**src/rtl/layer_out_serializer_pkg.sv**
```systemverilog
// Shared types and helpers for the layer output serializer.
//   state_t     : serializer FSM states (IDLE, STREAM)
//   clog2_min1  : index width helper, never returns less than 1
//   NN_WORD_T   : signed neuron word type of a given width
`ifndef NN_WORD_T
`define NN_WORD_T(w) logic signed [(w)-1:0]
`endif

package layer_out_serializer_pkg;

  typedef enum logic {
    IDLE   = 1'b0,
    STREAM = 1'b1
  } state_t;

  // Largest supported neuron count; index widths are derived from NN.
  localparam int NN_MAX = 1024;

  // Width of an index able to address n words; a single word still gets
  // one bit so ports never collapse to zero width.
  function automatic int clog2_min1(input int n);
    return (n <= 2) ? 1 : $clog2(n);
  endfunction

endpackage

```
**src/rtl/layer_out_serializer_if.sv**
```systemverilog
// Bundle of all non-clock signals of the layer output serializer.
//   in_valid/in_data/in_ready   : parallel vector capture from the neuron array
//   out_valid/out_data/out_index/out_last/out_ready : serial word stream
//   max_valid/max_index/max_value : argmax result of the last vector
//   overrun/sync_err              : sticky error flags
//   dbg_state                     : current FSM state, for observation only
// Handshake rule for both sides: a word or vector moves on a cycle where its
// valid and the matching ready are both high; the producer keeps valid and
// payload stable until that happens.
// Modports: slave = the serializer itself, master = the environment around it.
interface layer_out_serializer_if #(
  parameter int NN        = 30,
  parameter int dataWidth = 16
);
  import layer_out_serializer_pkg::*;

  localparam int IW = clog2_min1(NN);

  logic [NN-1:0]           in_valid;
  logic [NN*dataWidth-1:0] in_data;
  logic                    in_ready;
  logic                    out_valid;
  logic [dataWidth-1:0]    out_data;
  logic [IW-1:0]           out_index;
  logic                    out_last;
  logic                    out_ready;
  logic                    max_valid;
  logic [IW-1:0]           max_index;
  logic [dataWidth-1:0]    max_value;
  logic                    overrun;
  logic                    sync_err;
  state_t                  dbg_state;

  modport slave (
    input  in_valid, in_data, out_ready,
    output in_ready, out_valid, out_data, out_index, out_last,
           max_valid, max_index, max_value, overrun, sync_err, dbg_state
  );

  modport master (
    output in_valid, in_data, out_ready,
    input  in_ready, out_valid, out_data, out_index, out_last,
           max_valid, max_index, max_value, overrun, sync_err, dbg_state
  );

endinterface

```
**src/rtl/layer_out_serializer_argmax_tracker.sv**
```systemverilog
// Running signed argmax over the serial word stream.
// Ports:
//   clk, rst   : clock, synchronous active-high reset
//   word       : word being transferred (signed two's complement)
//   index      : index of that word within its vector
//   xfer       : a word is transferred this cycle
//   first/last : the transferred word is index 0 / index NN-1
//   max_valid  : one-cycle pulse, the cycle after the last transfer
//   max_index  : index of the largest word (held)
//   max_value  : value of the largest word (held)
module layer_out_serializer_argmax_tracker
  import layer_out_serializer_pkg::*;
#(
  parameter int  dataWidth = 16,
  parameter int  NN        = 30,
  localparam int IW        = clog2_min1(NN)
) (
  input  logic                 clk,
  input  logic                 rst,
  input  logic [dataWidth-1:0] word,
  input  logic [IW-1:0]        index,
  input  logic                 xfer,
  input  logic                 first,
  input  logic                 last,
  output logic                 max_valid,
  output logic [IW-1:0]        max_index,
  output logic [dataWidth-1:0] max_value
);

  `NN_WORD_T(dataWidth) run_max;
  `NN_WORD_T(dataWidth) cand_val;
  logic [IW-1:0]        run_idx;
  logic [IW-1:0]        cand_idx;

  // Word 0 always seeds the running maximum. Later words win only when
  // strictly greater, so ties keep the lowest index.
  always_comb begin
    cand_val = run_max;
    cand_idx = run_idx;
    if (first || ($signed(word) > run_max)) begin
      cand_val = $signed(word);
      cand_idx = index;
    end
  end

  always_ff @(posedge clk) begin
    if (rst) begin
      run_max   <= '0;
      run_idx   <= '0;
      max_valid <= 1'b0;
      max_index <= '0;
      max_value <= '0;
    end else begin
      max_valid <= xfer && last;
      if (xfer) begin
        run_max <= cand_val;
        run_idx <= cand_idx;
        if (last) begin
          max_value <= cand_val;
          max_index <= cand_idx;
        end
      end
    end
  end

endmodule

```
**src/rtl/layer_out_serializer.sv**
```systemverilog
// Captures one layer's parallel neuron outputs once every neuron reports
// valid and replays them as a serial stream, one word per handshake, to the
// next layer. Optionally tracks the signed argmax of each vector.
// Ports:
//   clk  : clock, rising edge
//   rst  : synchronous active-high reset
//   bus  : layer_out_serializer_if.slave (capture side, stream side, argmax
//          result, sticky error flags, FSM state)
// Parameters: NN neurons, dataWidth bits per word, ARGMAX_EN enables tracker.
module layer_out_serializer
  import layer_out_serializer_pkg::*;
#(
  parameter int NN        = 30,
  parameter int dataWidth = 16,
  parameter bit ARGMAX_EN = 1'b1
) (
  input  logic                   clk,
  input  logic                   rst,
  layer_out_serializer_if.slave  bus
);

  localparam int            IW   = clog2_min1(NN);
  localparam logic [IW-1:0] LAST = IW'(NN - 1);

  state_t               state;
  state_t               state_nxt;
  logic [IW-1:0]        idx;
  logic [IW-1:0]        idx_nxt;
  logic [dataWidth-1:0] buf_q [NN];

  logic out_valid;
  logic at_last;
  logic xfer;
  logic in_ready;
  logic full;
  logic partial;
  logic cap;

  assign out_valid = (state == STREAM);
  assign at_last   = (idx == LAST);
  assign xfer      = out_valid && bus.out_ready;
  // Ready also during the final transfer so a new vector can be taken in the
  // same cycle without a bubble; this makes in_ready combinational on
  // out_ready.
  assign in_ready  = (state == IDLE) || (xfer && at_last);
  assign full      = &bus.in_valid;
  assign partial   = (|bus.in_valid) && !full;
  assign cap       = full && in_ready;

  always_comb begin
    state_nxt = state;
    idx_nxt   = idx;
    case (state)
      IDLE: begin
        if (cap) begin
          state_nxt = STREAM;
          idx_nxt   = '0;
        end
      end
      STREAM: begin
        if (xfer) begin
          if (at_last) begin
            idx_nxt   = '0;
            state_nxt = cap ? STREAM : IDLE;
          end else begin
            idx_nxt = idx + IW'(1);
          end
        end
      end
      default: begin
        state_nxt = IDLE;
        idx_nxt   = '0;
      end
    endcase
  end

  always_ff @(posedge clk) begin
    if (rst) begin
      state        <= IDLE;
      idx          <= '0;
      bus.overrun  <= 1'b0;
      bus.sync_err <= 1'b0;
    end else begin
      state <= state_nxt;
      idx   <= idx_nxt;
      if (full && !in_ready) begin
        bus.overrun <= 1'b1;
      end
      if (partial) begin
        bus.sync_err <= 1'b1;
      end
    end
  end

  // Vector storage needs no reset; it is only read while streaming.
  always_ff @(posedge clk) begin
    if (cap) begin
      for (int i = 0; i < NN; i++) begin
        buf_q[i] <= bus.in_data[i*dataWidth +: dataWidth];
      end
    end
  end

  assign bus.in_ready  = in_ready;
  assign bus.out_valid = out_valid;
  assign bus.out_data  = buf_q[idx];
  assign bus.out_index = idx;
  assign bus.out_last  = out_valid && at_last;
  assign bus.dbg_state = state;

  generate
    if (ARGMAX_EN) begin : g_argmax
      layer_out_serializer_argmax_tracker #(
        .dataWidth (dataWidth),
        .NN        (NN)
      ) u_argmax (
        .clk       (clk),
        .rst       (rst),
        .word      (buf_q[idx]),
        .index     (idx),
        .xfer      (xfer),
        .first     (idx == '0),
        .last      (at_last),
        .max_valid (bus.max_valid),
        .max_index (bus.max_index),
        .max_value (bus.max_value)
      );
    end else begin : g_no_argmax
      assign bus.max_valid = 1'b0;
      assign bus.max_index = '0;
      assign bus.max_value = '0;
    end
  endgenerate

endmodule

```
**src/flat_wrapper.sv**
```systemverilog
// flat-port wrapper written by rule: the top's interface ports become plain ports
module layer_out_serializer_flat import layer_out_serializer_pkg::*;
#(
  parameter int NN        = 30,
  parameter int dataWidth = 16,
  parameter bit ARGMAX_EN = 1'b1
)
  (clk, rst, bus_in_valid, bus_in_data, bus_out_ready, bus_in_ready, bus_out_valid, bus_out_data, bus_out_index, bus_out_last, bus_max_valid, bus_max_index, bus_max_value, bus_overrun, bus_sync_err, bus_dbg_state);
  layer_out_serializer_if #(.NN(NN), .dataWidth(dataWidth)) bus_i ();
  input  logic clk;
  input  logic rst;
  input wire logic [$bits(bus_i.in_valid)-1:0] bus_in_valid;
  input wire logic [$bits(bus_i.in_data)-1:0] bus_in_data;
  input wire logic [$bits(bus_i.out_ready)-1:0] bus_out_ready;
  output wire logic [$bits(bus_i.in_ready)-1:0] bus_in_ready;
  output wire logic [$bits(bus_i.out_valid)-1:0] bus_out_valid;
  output wire logic [$bits(bus_i.out_data)-1:0] bus_out_data;
  output wire logic [$bits(bus_i.out_index)-1:0] bus_out_index;
  output wire logic [$bits(bus_i.out_last)-1:0] bus_out_last;
  output wire logic [$bits(bus_i.max_valid)-1:0] bus_max_valid;
  output wire logic [$bits(bus_i.max_index)-1:0] bus_max_index;
  output wire logic [$bits(bus_i.max_value)-1:0] bus_max_value;
  output wire logic [$bits(bus_i.overrun)-1:0] bus_overrun;
  output wire logic [$bits(bus_i.sync_err)-1:0] bus_sync_err;
  output wire logic [$bits(bus_i.dbg_state)-1:0] bus_dbg_state;
  assign bus_i.in_valid = bus_in_valid;
  assign bus_i.in_data = bus_in_data;
  assign bus_i.out_ready = bus_out_ready;
  assign bus_in_ready = bus_i.in_ready;
  assign bus_out_valid = bus_i.out_valid;
  assign bus_out_data = bus_i.out_data;
  assign bus_out_index = bus_i.out_index;
  assign bus_out_last = bus_i.out_last;
  assign bus_max_valid = bus_i.max_valid;
  assign bus_max_index = bus_i.max_index;
  assign bus_max_value = bus_i.max_value;
  assign bus_overrun = bus_i.overrun;
  assign bus_sync_err = bus_i.sync_err;
  assign bus_dbg_state = bus_i.dbg_state;
  layer_out_serializer #(.NN(NN), .dataWidth(dataWidth), .ARGMAX_EN(ARGMAX_EN)) u_core (.clk(clk), .rst(rst), .bus(bus_i));
endmodule
```
**config.mk**
```make
export PLATFORM = sky130hd
export DESIGN_NAME = layer_out_serializer_flat
export DESIGN_NICKNAME = d
export VERILOG_FILES = /design/src/rtl/layer_out_serializer_pkg.sv /design/src/rtl/layer_out_serializer_if.sv /design/src/rtl/layer_out_serializer_argmax_tracker.sv /design/src/rtl/layer_out_serializer.sv /design/src/flat_wrapper.sv
export SDC_FILE = /design/constraint.sdc
export NUM_CORES = 1
export LEC_CHECK = 0
export BUFFER_PORTS_ARGS = -buffer_cell sky130_fd_sc_hd__buf_2
export CAP_MARGIN = 30
export CORE_MARGIN = 5
export CORE_UTILIZATION = 40
export CTS_CLUSTER_SIZE = 30
export DETAILED_ROUTE_END_ITERATION = 10
export SLEW_MARGIN = 30
export SYNTH_ARGS = -nofsm -noshare
export SYNTH_HDL_FRONTEND = slang
export SYNTH_SLANG_ARGS = --single-unit
```
**constraint.sdc**
```tcl
create_clock -name clk -period 48.5 [get_ports clk]
set_input_delay 2.425 -clock clk [delete_from_list [all_inputs] [get_ports clk]]
set_output_delay 2.425 -clock clk [all_outputs]
set_load 0.005 [all_outputs]
```
# After elaboration in Yosys (flattened, before gate mapping)
# Memories as Yosys holds them, arrays and structs flattened. A register that Yosys moved wholly into a read port is not among the register bits.
# Cells that the tools add are included.
# totals
ff_bits	51
ram_bits	480
mem_count	1
# memory_table
name	words	word_bits	rd	rd_ports_with_merged_regs	write_ports	line_no	text
u_core.buf_q	30	16	1	1	30	layer_out_serializer.sv:29	logic [dataWidth-1:0] buf_q [NN];
# classes
n_addsub	1
order_cmp	1
n_eq_ne	3
n_mux	13
bitwise	1
n_reduce_logical	15
# ops
operator	n
$mux 5	6
$reduce_and 30->1	1
$reduce_or 30->1	1
$gt 16x16->1	1
$mux 16	1
$pmux 5 s2	1
$logic_and 1x1->1	6
$add 5x1->5 const B	1
$eq 5x5->1 const B	1
$logic_not 5->1	1
$mux 1	4
$reduce_and 2->1	2
$logic_not 1->1	2
$logic_or 1x1->1	2
$ne 2x1->1 const B	1
$ne 2x2->1 const B	1
$pmux 1 s2	1
$not 1->1	1

# Longest topological paths before layout
# Gate-level depths: netlist (run 1).
# logic_depth
word_depth	8
depth_mapped	18
depth_no_buf	12

# Modules after synthesis
# A second synthesis (run 1) with hierarchy kept.
# unflattened
cells_unflattened	1177
area_unflattened_um2	21378.0
# modules_own_cells
module	n_inst	cells_per_inst	area_each_um2	seq_area_each_um2
layer_out_serializer	1	943	19208.4	14674.1
layer_out_serializer_argmax_tracker	1	234	2169.6	860.8

# Worst setup path before layout (run 1)
# OpenSTA, ideal clock, no wires.
# synth_timing
kind	input -> register
from	in bus_out_ready
to	mem u_core.buf_q[0][0] (enable)
t_arrival_ns	26.055
path_slack_ns	20.959
cell_stages	5
path_buffers	2
cell_sequence	and2_1 -> nand2_1 -> clkbuf_1 -> buf_1 -> a21oi_1
# synth_lines
item	line_no	text
start, declared	flat_wrapper.sv:14	input wire logic [$bits(bus_i.out_ready)-1:0] bus_out_ready;
end, declared	layer_out_serializer.sv:29	

==> summary.txt, run 1 <==
GRT
  • Largest net degree at the start of global routing: 181
  • GRT Total Usage: 21.3%
  • First-pass GRT wire length: around 90000 um
  • Vias in the first global route: 14000
  • Total gr overflow: 0
  • Initial antenna violation count: 26

STA
  • Final setup violation count: 0
  • Final worst slack: approximately 42 ns
  • Worst relative slew slack: 34.2%
  • Fmax: 146 MHz
  • Tmin final: 6.84 ns
  • Setup TNS: 0 ns
  • Pin slew with the least headroom to its limit: 0.980 ns
  • Hold Fails Final Rpt: 0
  • Pins Over Slew Limit: 0
  • Final worst path period share: 14.1%
  • RSZ-0062 raised after global routing: false
  • Final Skew: 0.0303 ns

Yosys
  • Asr flop ratio synth: 0%
  • Post-Syn Area: 21300 um2
  • Ys Warns: 0
  • Synth unique cells: 58
  • Ys flop type: edfxtp_1
  • Mean post-synth cell area: 17.4 um2
  • Seq/Total Area, Yosys: 72.8%
  • Seq cells post-synth: 536
  • Number of synthesized flops with an enable pin: 480
  • Post-Syn Instances: about 1200
  • Net Count, Synth: approximately 1800

CTS
  • Setup bufs post-CTS: 0
  • CTS root buf: clkbuf_16
  • Later-pin clock latency in the skew report: 0.61 ns
  • Cts repair resizes: 0
  • CTS H-Tree Depth: 2
  • TritonCTS clock tree: built
  • TritonCTS Buffers: 56
  • Largest buffer count on any clock path: 3
  • Num Clock Sinks: 536
  • Reg clk slew, reported paths: around 0.060 ns
  • Hold_buf cts: 0

Power
  • Power Total: 0.989 mW
  • Lkg Pwr: 9.46 nW
  • Sequential Power Share: 50.8%
  • Power Dens Cells: 36.8 nW/um2
  • Worst vdd ir: around 0.024 mV
  • Clock Power Share: 46.8%
  • Net Sw Frac: 19.0%
  • P_int: 0.801 mW
  • Switching power: 0.188 mW
  • Comb power frac: 2.4%

Drt
  • Detailed-route wire length: about 65000 um
  • First drt pass iteration count: 5
  • Routed len/inst: 25.3 um
  • Post-DR vias/cell: 5.27
  • # DRC: 0
  • Via count: 13400
  • Post-route ant nets: 0
  • DRT iter0 DRCs: 933

Place
  • Dpl cells: 2426
  • Dpl ws: 42.00 ns
  • Post-detail-place hpwl: around 48000 um
  • PortBufs: 561
  • GPL Wtd Cong: 0.846

Worst setup path
  • Critical path class: flop to primary output
  • Nature of the critical path startpoint: flop
  • R2R cell count: 13
  • CP Max Fanout: 61
  • R2R setup slack: 42.36 ns
  • Critical Path RT: 46.08 ns
  • FF-to-FF End: u_core.g_argmax.u_argmax.run_idx[1]
  • WP data arrival: 4.41 ns
  • Crit. End Element: primary output

Floorplan
  • Number of rows in the core area: 84
  • Die height: between 200 and 250 um
  • Chip width: 241 um
  • Die Area: 58100 um2
  • Core Area: between 50000 and 60000 um2
  • Top-level port count: 562
  • Initial Util: between 40% and 50%

Finish
  • P&R area growth vs syn: 26.0%
  • Nets: ~2300
  • FILL cells: 4468
  • Layout cells sized above 1: 42.3%
  • Final Non-Filler Cells: 2547
  • Area taken by multi-input logic gates: 5390 um2
  • Register area: roughly 16000 um2

Hold path
  • Hold Crit Endpoint: u_core.g_argmax.u_argmax.run_idx[2]
  • Hold crit path type: flop to flop
  • Min-Delay Path Depth: 2
  • Worst Hold Launch: u_core.g_argmax.u_argmax.run_idx[2]

Status
  • Status: finished, final reports clean

Job
  • Max Cap Viol: 0
Yosys cell counts (3+ instances only):
library cell	n	area share, %
a21oi_1	19	0.45
a22oi_1	48	1.7
a31oi_1	13	0.38
and2_1	5	0.15
buf_1	6	0.11
buf_2	26	0.61
buf_4	7	0.25
buf_6	6	0.32
clkbuf_1	26	0.46
dfxtp_1	56	5.3
edfxtp_1	480	68
ha_1	19	1.1
inv_1	21	0.37
mux2_2	32	1.7
mux2i_1	115	5.4
mux4_2	61	6.4
nand2_1	69	1.2
nand2b_1	4	0.12
nand3_1	46	1.1
nand4_1	21	0.62
nor2_1	20	0.35
nor2b_1	5	0.15
nor3_1	4	0.094
nor3b_1	3	0.11
nor4_1	10	0.29
o2111ai_1	8	0.33
o211ai_1	16	0.56
o21ai_0	25	0.59
o22ai_1	13	0.38
o311ai_1	9	0.37
o31ai_1	4	0.14
worst max-delay path, stage by stage, from the launching register on:
cell	delay, ns
dfxtp_4	0.75
buf_6	0.64
buf_4	0.59
mux2_2	0.40
mux4_2	0.46
nand2_1	0.15
nand4_1	0.40
buf_2	0.29
sequential cells by signal (all words and copies together), names as in the netlist, named ones only:
| register | flops |
|---|---|
| u_core.g_argmax.u_argmax.max_index | 5 |
| u_core.bus.sync_err | 1 |
| u_core.g_argmax.u_argmax.run_max | 16 |
| u_core.bus.overrun | 1 |
| u_core.buf_q | 480 |
| u_core.g_argmax.u_argmax.max_value | 16 |
| u_core.bus.dbg_state | 1 |
| u_core.g_argmax.u_argmax.max_valid | 1 |
| u_core.bus.out_index | 5 |
| u_core.g_argmax.u_argmax.run_idx | 5 |
cell families after synthesis:
family | Yosys count | share of synthesized area [%]
multiplexers | 208 | 13.5
XOR/XNOR | 1 | 0.0411
adder cells (fa/ha/maj) | 19 | 1.11
AO/OA/AOI/OAI | 173 | 5.73
buffers and inverters | 93 | 2.12
AND/OR/NAND/NOR | 199 | 4.67
flip-flops | 536 | 72.8
routing by layer:
metal	wire length, um	vias up	track usage (%)
li1	-	6120	-
met1	24700	6606	26.9
met2	32600	561	37.0
met3	5890	114	5.92
met4	1140	30	4.58
met5	199	-	0
through the flow:
step | hold slack, ns | instance area [um2] | utilization [%]
after floorplan | 0.435 | 21300 | -
after global placement | 0.445 | 24800 | 47.2
after detailed placement | 0.452 | 24800 | 47.2
after CTS | 0.463 | 26800 | 50.9
after global routing | 0.479 | 26900 | 51.0
final | 0.461 | 26900 | 51.1
layout by cell type (no fill, tap or decap), drive strengths merged, types with 20 or more instances in the layout:
| cell | instances |
|---|---|
| nor2 | 20 |
| a22oi | 48 |
| dfxtp | 56 |
| nand2 | 70 |
| nand3 | 46 |
| mux4 | 61 |
| buf | 581 |
| o21ai | 26 |
| clkinv | 21 |
| edfxtp | 480 |
| inv | 23 |
| mux2i | 115 |
| clkbuf | 69 |
| nand4 | 22 |
| mux2 | 32 |
| a21oi | 20 |
power by group through the flow:
stage	combinational [mW]	sequential (mW)	clock, mW
2_1_floorplan	0.00109	0.512	0
3_3_place_gp	0.0236	0.512	0
3_5_place_dp	0.0241	0.512	0
4_1_cts	0.0243	0.502	0.472
5_1_grt	0.0264	0.502	0.491
6_report	0.0241	0.502	0.463
area by class of cell:
class	count	area share, %
antenna	16	0.149
clock buffer	69	5.47
clock inverter	35	1.89
inverter	22	0.307
multi-input combinational	600	20.0
sequential	536	57.8
tap	688	3.20
timing repair buffer	581	11.2
worst max path at each step:
stage / from / endpoint / slack (ns) / cells after the start
global placement: bus_out_ready / u_core.buf_q[13][9] / 41.52 / 7
detailed placement: bus_out_ready / u_core.buf_q[13][9] / 42.00 / 7
floorplan: bus_out_ready / u_core.buf_q[0][0] / 20.96 / 5
finish: flop / bus_out_data[6] / 41.66 / 7
global route: flop / bus_out_data[11] / 41.50 / 7
CTS: flop / bus_out_data[6] / 41.58 / 7
No activity file was read; power rests on OpenSTA's default activity.
==> run 2: changes to the inputs <==
ABC_AREA = 1   (was default)
PLACE_DENSITY = 0.65   (was default)
clock period = 6.24 ns   (was 48.5 ns; I/O delays follow)
==> run 2 against run 1 <==
Against the previous run:
- worst hold slack got worse by 0.37 ns
- routed wire length up 32%
- combinational power grew to 19 times the previous value
- sequential power grew to 7.8 times the previous value
- sequential cell count did not move
- core utilization rose by 8.1 points
- final cell count up 51%
- global-route usage rose by 6.2 points
- highest routed layer unchanged
- die area up 3.6%
- sequential share of layout area shrank 10 points
- largest cell class unchanged
- design area is 21% higher
==> summary.txt, run 2 <==
Finish
  • Most common cell after layout, fill and taps aside: nand2_1
  • P&R area growth vs syn: 47.1%
  • Layout cells sized above 1: 22.5%
  • Most frequent cells in the layout: nand2_1, buf_2, dlygate4sd3_1, edfxtp_1, nand3_1
  • Nets: 3567
  • Flip-flop count of the largest register after layout: 480
  • Most flops, register: u_core.buf_q
  • Final Non-Filler Cells: 3843
  • Biggest regs: u_core.buf_q x480, u_core.g_argmax.u_argmax.max_value x16, u_core.g_argmax.u_argmax.run_max x16

Floorplan
  • Chip width: 245 um
  • Number of rows in the core area: 86
  • Top-level port count: 562
  • Die height: around 250 um
  • Core Area: about 55000 um2
  • Die Area: roughly 60000 um2
  • Initial Util: 40.2%

Yosys
  • Net Count, Synth: 2557
  • Count leader, synth: nand2_1
  • Synth area leaders: edfxtp_1, nand2_1, nand3_1
  • Post-Syn Area: 22100 um2
  • Seq/Total Area, Yosys: 70.2%
  • Ys flop type: edfxtp_1
  • Most frequent cells after synthesis: nand2_1, edfxtp_1, nand3_1
  • Leading area contributor after synthesis: edfxtp_1
  • Mean post-synth cell area: between 10 and 15 um2
  • Post-Syn Instances: between 2000 and 2500
  • Asr flop ratio synth: 0%
  • Top-area cell type share of the netlist area: 65.1%
  • Number of synthesized flops with an enable pin: 480
  • Seq cells post-synth: 536
  • Ys Warns: 0
  • Synth unique cells: 26

Place
  • GPL Wtd Cong: 0.953
  • Dpl cells: 3241
  • PortBufs: 561
  • Post-detail-place hpwl: 51900 um

Hold path
  • Hold crit path type: input pin to flop
  • Worst Hold Launch: bus_in_valid[18]
  • Hold Crit Endpoint: u_core.bus.sync_err
  • Min-Delay Path Depth: 5

Worst setup path
  • CP Max Fanout: 110
  • Critical path class: flop to flop
  • WP data arrival: between 5 and 6 ns
  • Crit. End Element: flop
  • Nature of the critical path startpoint: flop
  • FF-to-FF End: u_core.g_argmax.u_argmax.run_max[9]
  • Critical Path RT: just under 7 ns
  • R2R cell count: 24
  • R2R setup slack: 1.17 ns

Drt
  • First drt pass iteration count: 6
  • Post-route ant nets: 0
  • Post-DR vias/cell: about 5.2
  • DRT iter0 DRCs: ~1900
  • Detailed-route wire length: ~85000 um
  • # DRC: 0
  • Via count: 20000
  • Routed len/inst: between 20 and 25 um

GRT
  • First-pass GRT wire length: 126000 um
  • Largest net degree at the start of global routing: between 150 and 200
  • Met1 Use GR: 34.1%
  • Total gr overflow: 0
  • Grt peak-use layer: met2
  • Initial antenna violation count: 11
  • M3 GR Usage: 5.12%
  • Vias in the first global route: 20700
  • GRT Total Usage: 27.4%
  • GRT met2 Usage: between 40% and 50%

CTS
  • Hold_buf cts: 480
  • Cts repair resizes: 0
  • CTS H-Tree Depth: 2
  • Later-pin clock latency in the skew report: 0.63 ns
  • TritonCTS Buffers: 59
  • Largest buffer count on any clock path: 3
  • CTS root buf: clkbuf_16
  • Reg clk slew, reported paths: roughly 0.060 ns
  • TritonCTS clock tree: built
  • Num Clock Sinks: 536
  • Setup bufs post-CTS: 0

STA
  • Final hold slack: roughly 0.090 ns
  • Final Skew: approximately 0.022 ns
  • Hold Fails Final Rpt: 0
  • Pins Over Slew Limit: 0
  • Pin slew with the least headroom to its limit: between 1 and 1.5 ns
  • Tmin final: 5.07 ns
  • Worst relative slew slack: 30.3%
  • Final worst path period share: 81.3%
  • Fmax: approximately 200 MHz
  • Final setup violation count: 0
  • RSZ-0062 raised after global routing: false

Power
  • Lkg Pwr: roughly 13 nW
  • Power Total: 8.09 mW
  • Worst vdd ir: 0.224 mV
  • Power Dens Cells: 248 nW/um2

Status
  • Status: finished, final reports clean

Job
  • Max Cap Viol: 0
==> run 2: changes by cell type after synthesis, moves of 15 or more <==
cell     delta
nand2_1   +555
nand3_1   +270
nor2_1    +135
mux2i_1   -115
mux4_2     -61
o21ai_0    +59
a22oi_1    -48
inv_1      +40
buf_2      +38
mux2_2     -32
o21ai_1    +32
nand4_1    -15
==> run 2: metrics by stage <==
step	worst slack, ns	TNS (ns)	area (um2)	utilization, %
global route	0.698	0	32600	59.2
global placement	1.33	0	25600	46.6
floorplan	-2.18	-1047.02	22200	-
finish	1.17	0	32600	59.2
CTS	1.27	0	32500	59.1
detailed placement	1.28	0	25600	46.6
==> run 2: logic make-up after synthesis <==
group,Yosys count,share of synthesized area [%]
adders and majority gates,19,1.07
DFF,536,70.2
AOI/OAI and AO/OA,169,4.05
and+or+nand+nor,1115,20.9
buffers and inverters,185,3.72
xor gates and xnor gates,1,0.0396
==> run 2: where the power goes <==
part | switching (mW) | total (mW) | internal [mW]
sequential | 0.000196 | 3.90 | 3.90
combinational | 0.143 | 0.455 | 0.312
clock | 1.53 | 3.73 | 2.21
==> run 2: final cells by class <==
class                   instances  area (um2)
flip-flops and latches        536       15500
inverters                      67         265
diodes                          9        22.5
clock buffers                  67        1510
fillers                      4229       22400
repair buffers               1067        7910
clock inverters                45         564
well taps                     748         936
multi-input cells            1304        5810
==> run 2: critical path, stage by stage, from the launching register on <==
cell	delay, ns
dfxtp_4	0.94
inv_8	0.30
buf_16	0.32
buf_4	0.35
nand2_1	0.10
nand3_1	0.11
nand3_1	0.15
nand2_1	0.08
nand2_1	0.07
nand2_1	0.16
nand2_1	0.13
nand2_1	0.13
ha_1	0.36
nand2_1	0.08
nand2_1	0.05
nand2_1	0.05
a21oi_1	0.05
nor2_1	0.13
nand3_1	0.11
nand3_1	0.12
nand2_1	0.50
nand2_1	0.30
nand3_1	0.10
nand2_1	0.09
inv_1	0.04
==> run 2: how the worst max path moves through the flow <==
stage / end / depth (start not counted) / startpoint
after floorplan: u_core.buf_q[0][0] / 6 / bus_in_valid[2]
after global placement: u_core.g_argmax.u_argmax.run_max[1] / 24 / flop
after detailed placement: u_core.g_argmax.u_argmax.run_max[9] / 21 / flop
after global routing: u_core.g_argmax.u_argmax.run_max[10] / 25 / flop
final: u_core.g_argmax.u_argmax.run_max[9] / 24 / flop
after CTS: u_core.g_argmax.u_argmax.run_max[9] / 21 / flop
==> run 2: per-layer routing <==
metal / part of all wire (%) / up-vias
met4: 4.2 / 10
li1: - / 9051
met5: 0.073 / -
met2: 50 / 1206
met3: 8.3 / 220
met1: 38 / 9560
